`src/rtl/axis_reg_slice_pkg.sv`:
```
// Shared types for the AXI4-Stream register slice: slice modes, skid FSM states,
// and the width of the packed {tdata,tstrb,tkeep,tlast,tid,tdest,tuser} word.
package axis_pkg;

    typedef enum logic [1:0] {
        AXIS_BYPASS = 2'd0,
        AXIS_FWD    = 2'd1,
        AXIS_FULL   = 2'd2
    } axis_slice_mode_e;

    typedef enum logic [1:0] {
        S_EMPTY = 2'd0,
        S_BUSY  = 2'd1,
        S_FULL  = 2'd2
    } skid_state_e;

    function automatic int axis_payload_width(input int dwidth, input int id_width,
                                              input int dest_width, input int user_width);
        return dwidth + 2 * (dwidth / 8) + 1 + id_width + dest_width + user_width;
    endfunction

endpackage

```
`src/rtl/axis_reg_slice_if.sv`:
```
// AXI4-Stream bundle; master drives tvalid and payload, slave drives tready.
// No clock inside: the owning block supplies aclk/areset as plain ports.
interface axistream_if #(
    parameter int DWIDTH     = 32,
    parameter int ID_WIDTH   = 4,
    parameter int DEST_WIDTH = 1,
    parameter int USER_WIDTH = 6
);
    logic                    tvalid;
    logic                    tready;
    logic [DWIDTH-1:0]       tdata;
    logic [DWIDTH/8-1:0]     tstrb;
    logic [DWIDTH/8-1:0]     tkeep;
    logic                    tlast;
    logic [ID_WIDTH-1:0]     tid;
    logic [DEST_WIDTH-1:0]   tdest;
    logic [USER_WIDTH-1:0]   tuser;

    modport master (
        output tvalid, tdata, tstrb, tkeep, tlast, tid, tdest, tuser,
        input  tready
    );

    modport slave (
        input  tvalid, tdata, tstrb, tkeep, tlast, tid, tdest, tuser,
        output tready
    );
endinterface

```
`src/rtl/axis_reg_slice_stage.sv`:
```
// One slice stage on a flat valid/ready/payload link; latency 0 (bypass) or 1 cycle.
// Backpressure: bypass/forward pass m_rdy back combinationally, full mode uses a registered s_rdy and a skid.
module axis_reg_slice_stage
    import axis_pkg::*;
#(
    parameter int               PW   = 52,
    parameter axis_slice_mode_e MODE = AXIS_FULL
) (
    input  logic          aclk,
    input  logic          areset,
    input  logic          s_vld,
    output logic          s_rdy,
    input  logic [PW-1:0] s_dat,
    output logic          m_vld,
    input  logic          m_rdy,
    output logic [PW-1:0] m_dat
);

    if (MODE == AXIS_BYPASS) begin : g_bypass
        logic unused_clk_rst;
        assign unused_clk_rst = aclk ^ areset;
        assign m_vld = s_vld;
        assign m_dat = s_dat;
        assign s_rdy = m_rdy;
    end else if (MODE == AXIS_FWD) begin : g_fwd
        logic          vld_q, vld_d;
        logic          rdy_en_q, rdy_en_d;
        logic [PW-1:0] dat_q, dat_d;
        logic          load;

        // rdy_en_q holds upstream off during reset and for the cycle it is released
        assign s_rdy = rdy_en_q && (!vld_q || m_rdy);
        assign load  = s_vld && s_rdy;

        always_comb begin
            vld_d    = vld_q;
            dat_d    = dat_q;
            rdy_en_d = 1'b1;
            if (load) begin
                vld_d = 1'b1;
                dat_d = s_dat;
            end else if (m_rdy) begin
                vld_d = 1'b0;
            end
        end

        always_ff @(posedge aclk or posedge areset) begin
            if (areset) begin
                vld_q    <= 1'b0;
                dat_q    <= '0;
                rdy_en_q <= 1'b0;
            end else begin
                vld_q    <= vld_d;
                dat_q    <= dat_d;
                rdy_en_q <= rdy_en_d;
            end
        end

        assign m_vld = vld_q;
        assign m_dat = dat_q;
    end else begin : g_full
        skid_state_e   state_q, state_d;
        logic [PW-1:0] main_q, main_d;
        logic [PW-1:0] skid_q, skid_d;
        logic          s_rdy_q, s_rdy_d;
        logic          m_vld_q, m_vld_d;
        logic          in_beat, out_beat;

        assign in_beat  = s_vld && s_rdy_q;
        assign out_beat = m_vld_q && m_rdy;

        always_comb begin
            state_d = state_q;
            main_d  = main_q;
            skid_d  = skid_q;
            case (state_q)
                S_EMPTY: begin
                    if (in_beat) begin
                        main_d  = s_dat;
                        state_d = S_BUSY;
                    end
                end
                S_BUSY: begin
                    if (in_beat && out_beat) begin
                        main_d = s_dat;
                    end else if (in_beat) begin
                        skid_d  = s_dat;
                        state_d = S_FULL;
                    end else if (out_beat) begin
                        state_d = S_EMPTY;
                    end
                end
                S_FULL: begin
                    if (out_beat) begin
                        main_d  = skid_q;
                        state_d = S_BUSY;
                    end
                end
                default: state_d = S_EMPTY;
            endcase
            // Handshake outputs are registered from the next state, so m_rdy never reaches s_rdy combinationally
            s_rdy_d = (state_d != S_FULL);
            m_vld_d = (state_d != S_EMPTY);
        end

        always_ff @(posedge aclk or posedge areset) begin
            if (areset) begin
                state_q <= S_EMPTY;
                main_q  <= '0;
                skid_q  <= '0;
                s_rdy_q <= 1'b0;
                m_vld_q <= 1'b0;
            end else begin
                state_q <= state_d;
                main_q  <= main_d;
                skid_q  <= skid_d;
                s_rdy_q <= s_rdy_d;
                m_vld_q <= m_vld_d;
            end
        end

        assign s_rdy = s_rdy_q;
        assign m_vld = m_vld_q;
        assign m_dat = main_q;
    end

endmodule

```
`src/rtl/axis_reg_slice.sv`:
```
// AXI4-Stream register slice: NUM_STAGES cascaded stages, latency NUM_STAGES cycles (0 in bypass).
// Backpressure: stalls upstream once all stages are full (1 beat/stage forward, 2 beats/stage full).
module axis_reg_slice
    import axis_pkg::*;
#(
    parameter int DWIDTH     = 32,
    parameter int ID_WIDTH   = 4,
    parameter int DEST_WIDTH = 1,
    parameter int USER_WIDTH = 6,
    parameter int NUM_STAGES = 1,
    parameter int MODE       = 2
) (
    input  logic         aclk,
    input  logic         areset,
    axistream_if.slave   s_axis,
    axistream_if.master  m_axis
);

    localparam int               PW         = axis_payload_width(DWIDTH, ID_WIDTH, DEST_WIDTH, USER_WIDTH);
    localparam axis_slice_mode_e SLICE_MODE = axis_slice_mode_e'(MODE);

    logic [PW-1:0] s_pay;
    logic [PW-1:0] m_pay;

    assign s_pay = {s_axis.tdata, s_axis.tstrb, s_axis.tkeep, s_axis.tlast,
                    s_axis.tid, s_axis.tdest, s_axis.tuser};

    // Each stage owns its input-side link; neighbours are reached by hierarchical name
    for (genvar i = 0; i < NUM_STAGES; i++) begin : g_stage
        logic          in_vld, in_rdy, out_vld, out_rdy;
        logic [PW-1:0] in_dat, out_dat;

        if (i == 0) begin : g_head
            assign in_vld        = s_axis.tvalid;
            assign in_dat        = s_pay;
            assign s_axis.tready = in_rdy;
        end else begin : g_link
            assign in_vld = g_stage[i-1].out_vld;
            assign in_dat = g_stage[i-1].out_dat;
        end

        if (i == NUM_STAGES - 1) begin : g_tail
            assign out_rdy = m_axis.tready;
        end else begin : g_back
            assign out_rdy = g_stage[i+1].in_rdy;
        end

        axis_reg_slice_stage #(
            .PW   (PW),
            .MODE (SLICE_MODE)
        ) u_stage (
            .aclk   (aclk),
            .areset (areset),
            .s_vld  (in_vld),
            .s_rdy  (in_rdy),
            .s_dat  (in_dat),
            .m_vld  (out_vld),
            .m_rdy  (out_rdy),
            .m_dat  (out_dat)
        );
    end

    assign m_axis.tvalid = g_stage[NUM_STAGES-1].out_vld;
    assign m_pay         = g_stage[NUM_STAGES-1].out_dat;
    assign {m_axis.tdata, m_axis.tstrb, m_axis.tkeep, m_axis.tlast,
            m_axis.tid, m_axis.tdest, m_axis.tuser} = m_pay;

endmodule

```
`src/flat_wrapper.sv`:
```
// flat-port wrapper written by rule: the top's interface ports become plain ports
module axis_reg_slice_flat import axis_pkg::*;
#(
    parameter int DWIDTH     = 32,
    parameter int ID_WIDTH   = 4,
    parameter int DEST_WIDTH = 1,
    parameter int USER_WIDTH = 6,
    parameter int NUM_STAGES = 1,
    parameter int MODE       = 2
)
  (aclk, areset, s_axis_tvalid, s_axis_tdata, s_axis_tstrb, s_axis_tkeep, s_axis_tlast, s_axis_tid, s_axis_tdest, s_axis_tuser, s_axis_tready, m_axis_tvalid, m_axis_tdata, m_axis_tstrb, m_axis_tkeep, m_axis_tlast, m_axis_tid, m_axis_tdest, m_axis_tuser, m_axis_tready);
  axistream_if #(.DWIDTH(DWIDTH), .ID_WIDTH(ID_WIDTH), .DEST_WIDTH(DEST_WIDTH), .USER_WIDTH(USER_WIDTH)) s_axis_i ();
  axistream_if #(.DWIDTH(DWIDTH), .ID_WIDTH(ID_WIDTH), .DEST_WIDTH(DEST_WIDTH), .USER_WIDTH(USER_WIDTH)) m_axis_i ();
  input  logic aclk;
  input  logic areset;
  input wire logic [$bits(s_axis_i.tvalid)-1:0] s_axis_tvalid;
  input wire logic [$bits(s_axis_i.tdata)-1:0] s_axis_tdata;
  input wire logic [$bits(s_axis_i.tstrb)-1:0] s_axis_tstrb;
  input wire logic [$bits(s_axis_i.tkeep)-1:0] s_axis_tkeep;
  input wire logic [$bits(s_axis_i.tlast)-1:0] s_axis_tlast;
  input wire logic [$bits(s_axis_i.tid)-1:0] s_axis_tid;
  input wire logic [$bits(s_axis_i.tdest)-1:0] s_axis_tdest;
  input wire logic [$bits(s_axis_i.tuser)-1:0] s_axis_tuser;
  output wire logic [$bits(s_axis_i.tready)-1:0] s_axis_tready;
  output wire logic [$bits(m_axis_i.tvalid)-1:0] m_axis_tvalid;
  output wire logic [$bits(m_axis_i.tdata)-1:0] m_axis_tdata;
  output wire logic [$bits(m_axis_i.tstrb)-1:0] m_axis_tstrb;
  output wire logic [$bits(m_axis_i.tkeep)-1:0] m_axis_tkeep;
  output wire logic [$bits(m_axis_i.tlast)-1:0] m_axis_tlast;
  output wire logic [$bits(m_axis_i.tid)-1:0] m_axis_tid;
  output wire logic [$bits(m_axis_i.tdest)-1:0] m_axis_tdest;
  output wire logic [$bits(m_axis_i.tuser)-1:0] m_axis_tuser;
  input wire logic [$bits(m_axis_i.tready)-1:0] m_axis_tready;
  assign s_axis_i.tvalid = s_axis_tvalid;
  assign s_axis_i.tdata = s_axis_tdata;
  assign s_axis_i.tstrb = s_axis_tstrb;
  assign s_axis_i.tkeep = s_axis_tkeep;
  assign s_axis_i.tlast = s_axis_tlast;
  assign s_axis_i.tid = s_axis_tid;
  assign s_axis_i.tdest = s_axis_tdest;
  assign s_axis_i.tuser = s_axis_tuser;
  assign s_axis_tready = s_axis_i.tready;
  assign m_axis_tvalid = m_axis_i.tvalid;
  assign m_axis_tdata = m_axis_i.tdata;
  assign m_axis_tstrb = m_axis_i.tstrb;
  assign m_axis_tkeep = m_axis_i.tkeep;
  assign m_axis_tlast = m_axis_i.tlast;
  assign m_axis_tid = m_axis_i.tid;
  assign m_axis_tdest = m_axis_i.tdest;
  assign m_axis_tuser = m_axis_i.tuser;
  assign m_axis_i.tready = m_axis_tready;
  axis_reg_slice #(.DWIDTH(DWIDTH), .ID_WIDTH(ID_WIDTH), .DEST_WIDTH(DEST_WIDTH), .USER_WIDTH(USER_WIDTH), .NUM_STAGES(NUM_STAGES), .MODE(MODE)) u_core (.aclk(aclk), .areset(areset), .s_axis(s_axis_i), .m_axis(m_axis_i));
endmodule
```
`config.mk`:
```
export PLATFORM = sky130hd
export DESIGN_NAME = axis_reg_slice_flat
export DESIGN_NICKNAME = d
export VERILOG_FILES = /design/src/rtl/axis_reg_slice_pkg.sv /design/src/rtl/axis_reg_slice_if.sv /design/src/rtl/axis_reg_slice_stage.sv /design/src/rtl/axis_reg_slice.sv /design/src/flat_wrapper.sv
export SDC_FILE = /design/constraint.sdc
export NUM_CORES = 1
export LEC_CHECK = 0
export ABC_AREA = 0
export BUFFER_PORTS_ARGS = -buffer_cell sky130_fd_sc_hd__buf_2
export CORE_AREA = 2 2 119 121
export DETAILED_ROUTE_END_ITERATION = 8
export DIE_AREA = 0 0 121 123
export HOLD_SLACK_MARGIN = 0.12
export SYNTH_ARGS = -nofsm -noshare
export SYNTH_HDL_FRONTEND = slang
export SYNTH_SLANG_ARGS = --single-unit
```
`constraint.sdc`:
```
create_clock -name aclk -period 6.05 [get_ports aclk]
set_clock_uncertainty 0.15 [all_clocks]
set_input_delay 0.3025 -clock aclk [delete_from_list [all_inputs] [get_ports aclk]]
set_output_delay 0.3025 -clock aclk [all_outputs]
set_load 0.01 [all_outputs]
```
==> run_results.csv <==
group,metric,value,unit
critical_path,r2r_cells,5,
critical_path,required,6.12,ns
cts,cts_max_level,3,
critical_path,rrSetupSlack,2.55,ns
cells_and_area,stdcell_area,6202,um^2
critical_path,arrival,3.57,ns
cts,root_buffer,"clkbuf_16",
route,vias_per_cell,4.485,
cells_and_area,n_antenna_cell,0,
cells_and_area,layout_common_cells,"nand2_1 (160), buf_2 (109), dfrtp_1 (108)",
flow_run,cap_violations,0,
power_and_ir_drop,p_per_area,495.4,nW/um^2
logic_synthesis,syn_nets,465,
global_routing,grt_first_pass_wirelength,16010,um
cells_and_area,syn2layout_area_growth,31.80,%
critical_path,r2r-end,"u_core.g_stage[0].u_stage.m_dat[12]$_DFFE_PP0P_",
die,core,13610,um^2
critical_path,cp_max_fo,54,
placed_design,hpwl,6384,um
power_and_ir_drop,peakVddDrop,0.0002040,V
route,vias,3350,
die,initial_utilization,34.57,%
global_routing,grt_antenna_before_repair,0,
route,dr.pass1.iters,4,
die,die_w,121,um
logic_synthesis,synth_seq_cells,108,
logic_synthesis,syn_area,4706,um^2
cts,clkTransAtPathRegs,0.07,ns
global_routing,grtUsageTotal,13.91,%
worst_hold_path,hold_start,"m_axis_tready",
die,num_rows,43,
sta,timing.final.ws_setup,2.549,ns
route,drt-initial-drc-count,125,
critical_path,critPathKind,"flop to flop",
worst_hold_path,hold-path-cell-count,3,
critical_path,critPathCaptureType,"flop",
route,drt-total-wl,9911,um
sta,fin_crit,3.501,ns
critical_path,slowest_delay,0.91,ns
cts,clk-insertion-delay-late,0.34,ns
sta,setup_viol,0,
cts,cts.sinks,108,
die,dieHeight,123,um
cells_and_area,finalNetCount,619,
placed_design,gp_congestion,0.7240,
global_routing,grt_max_degree,60,
placed_design,io_buffers,109,
logic_synthesis,synth_cell_type_count,21,
sta,max_freq,285.6,MHz
cells_and_area,layout_commonest_cell,"nand2_1",
logic_synthesis,synth_seq_area_share,57.43,%
cts,cts_tree,"done",
placed_design,postPlaceCellArea,5386,um^2
worst_hold_path,min_to,"u_core.g_stage[0].u_stage.g_full.state_q[0]$_DFF_PP0_",
sta,tightest_slew,1.257,ns
route,top_layer_used,"met4",
sta,min_period_over_period,57.87,%
critical_path,r2r-start,"u_core.g_stage[0].u_stage.g_full.state_q[0]$_DFF_PP0_",
route,drc,0,
route,wl_met3,423,um
cts,clk_path_buf_depth,2,
sta,drv_slew,0,
sta,fin_tns_setup,0,ns
power_and_ir_drop,p_leak,3.024,nW
sta,hold_violations,0,
run_status,status,"complete, no violations",
logic_synthesis,syn_area_per_cell,11.51,um^2
die,io_pins,110,
sta,slew_headroom,16.02,%
logic_synthesis,yosysWarnings,0,
die,die_area,14880,um^2
route,wl_met2,4637,um
route,wire_per_inst,13.27,um
route,wl_met1,4684,um
critical_path,start_kind,"flop",
critical_path,crit_chain,"nand2b_2 -> o21ai_2 -> a31oi_4 -> buf_4 -> mux2_2",
cts,cts_resized,0,
route,antenna_left,0,
global_routing,gr-total-overflow,0,
global_routing,first_global_vias,3289,
cells_and_area,drive_gt1_share,40.21,%
placed_design,post-place-ws,2.464,ns
placed_design,dp_cells,679,
logic_synthesis,synthCells,409,
cts,cts_buffers,9,
sta,grt_setup_unrepaired,"false",
critical_path,slowest_stage,"nand2b_2",
worst_hold_path,hold_path_class,"input port to flop",
cells_and_area,stdcell_count,747,
worst max-delay path by stage:
stage	from	endpoint	depth (start not counted)
2_1_floorplan	areset	u_core.g_stage[0].u_stage.g_full.skid_q[0]$_DFFE_PP0P_	1
3_3_place_gp	u_core.g_stage[0].u_stage.g_full.state_q[0]$_DFF_PP0_	u_core.g_stage[0].u_stage.m_dat[5]$_DFFE_PP0P_	5
3_5_place_dp	u_core.g_stage[0].u_stage.g_full.state_q[0]$_DFF_PP0_	u_core.g_stage[0].u_stage.m_dat[12]$_DFFE_PP0P_	5
4_1_cts	u_core.g_stage[0].u_stage.g_full.state_q[0]$_DFF_PP0_	u_core.g_stage[0].u_stage.m_dat[12]$_DFFE_PP0P_	5
5_1_grt	u_core.g_stage[0].u_stage.g_full.state_q[0]$_DFF_PP0_	u_core.g_stage[0].u_stage.m_dat[7]$_DFFE_PP0P_	5
6_report	u_core.g_stage[0].u_stage.g_full.state_q[0]$_DFF_PP0_	u_core.g_stage[0].u_stage.m_dat[12]$_DFFE_PP0P_	5
cells in the mapped netlist:
| master | number | area share, % |
|---|---|---|
| mux2_2 | 98 | 23 |
| buf_4 | 1 | 0.16 |
| buf_6 | 5 | 1.2 |
| mux2_1 | 6 | 1.4 |
| clkbuf_1 | 11 | 0.88 |
| nor2b_1 | 1 | 0.13 |
| o21ai_0 | 1 | 0.11 |
| a21boi_0 | 1 | 0.16 |
| nor3_1 | 1 | 0.11 |
| dfrtp_1 | 108 | 57 |
| o21a_1 | 1 | 0.16 |
| nand3_1 | 2 | 0.21 |
| inv_1 | 1 | 0.080 |
| a31oi_4 | 1 | 0.45 |
| nand2b_1 | 1 | 0.13 |
| nand2_1 | 160 | 13 |
| buf_2 | 5 | 0.53 |
| o21ai_2 | 1 | 0.19 |
| nor2_1 | 2 | 0.16 |
| and2_1 | 1 | 0.13 |
| o22ai_1 | 1 | 0.13 |
area by class of cell:
type | count | area (um^2)
fillers | 1275 | 7410
flip-flops and latches | 108 | 2703
multi-input cells | 278 | 1884
repair buffers | 165 | 1099
clock buffers | 13 | 250.2
well taps | 180 | 225.2
clock inverters | 2 | 35.03
inverters | 1 | 6.256
flip-flops by register name, indices dropped and copies added, names as in the netlist:
register / flops
u_core.g_stage.u_stage.g_full.skid_q: 52
u_core.g_stage.u_stage.m_dat: 52
u_core.g_stage.u_stage.g_full.state_q: 2
u_core.g_stage.u_stage.m_vld: 1
u_core.g_stage.u_stage.s_rdy: 1
what timing repair did:
| item | CTS | global route |
|---|---|---|
| setup endpoints to repair | 0 | 0 |
| hold buffers | 53 | 0 |
| buffers inserted | 0 | 0 |
| hold endpoints to repair | 101 | 0 |
routing by layer:
layer	GRT usage, %	vias up
met5	0	-
met3	3.090	12
met2	21.98	66
met4	5.451	0
met1	18.70	1623
li1	-	1649
worst max-delay path, delay by kind of cell, from the launching register on:
kind                   cells  cell delay [ns]
AOI/OAI and AO/OA          2             0.92
muxes                      1             0.39
buffers and inverters      1             0.51
DFF                        1             0.48
and+or+nand+nor            1             0.91
power breakdown:
part | leakage (nW) | switching (mW) | internal, mW
sequential | 1.28 | 0.186 | 1.10
combinational | 1.60 | 0.564 | 0.652
clock | 0.140 | 0.240 | 0.330
total | 3.02 | 0.991 | 2.08
cell families after synthesis:
logic type      synth area share [%]
mux                            24.89
flops                          57.43
compound gates                 1.197
simple gates                   13.64
buf+inv                        2.845
metrics by stage:
stage | utilization (%) | total power, mW | hold slack [ns]
2_1_floorplan | - | 2.162 | 0.3030
3_3_place_gp | 39.57 | 2.466 | 0.2793
3_5_place_dp | 39.57 | 2.515 | 0.2917
4_1_cts | 45.56 | 3.129 | 0.2391
5_1_grt | 45.56 | 3.309 | 0.2811
6_report | 45.56 | 3.072 | 0.2512
(Power assumes the default switching activity.)
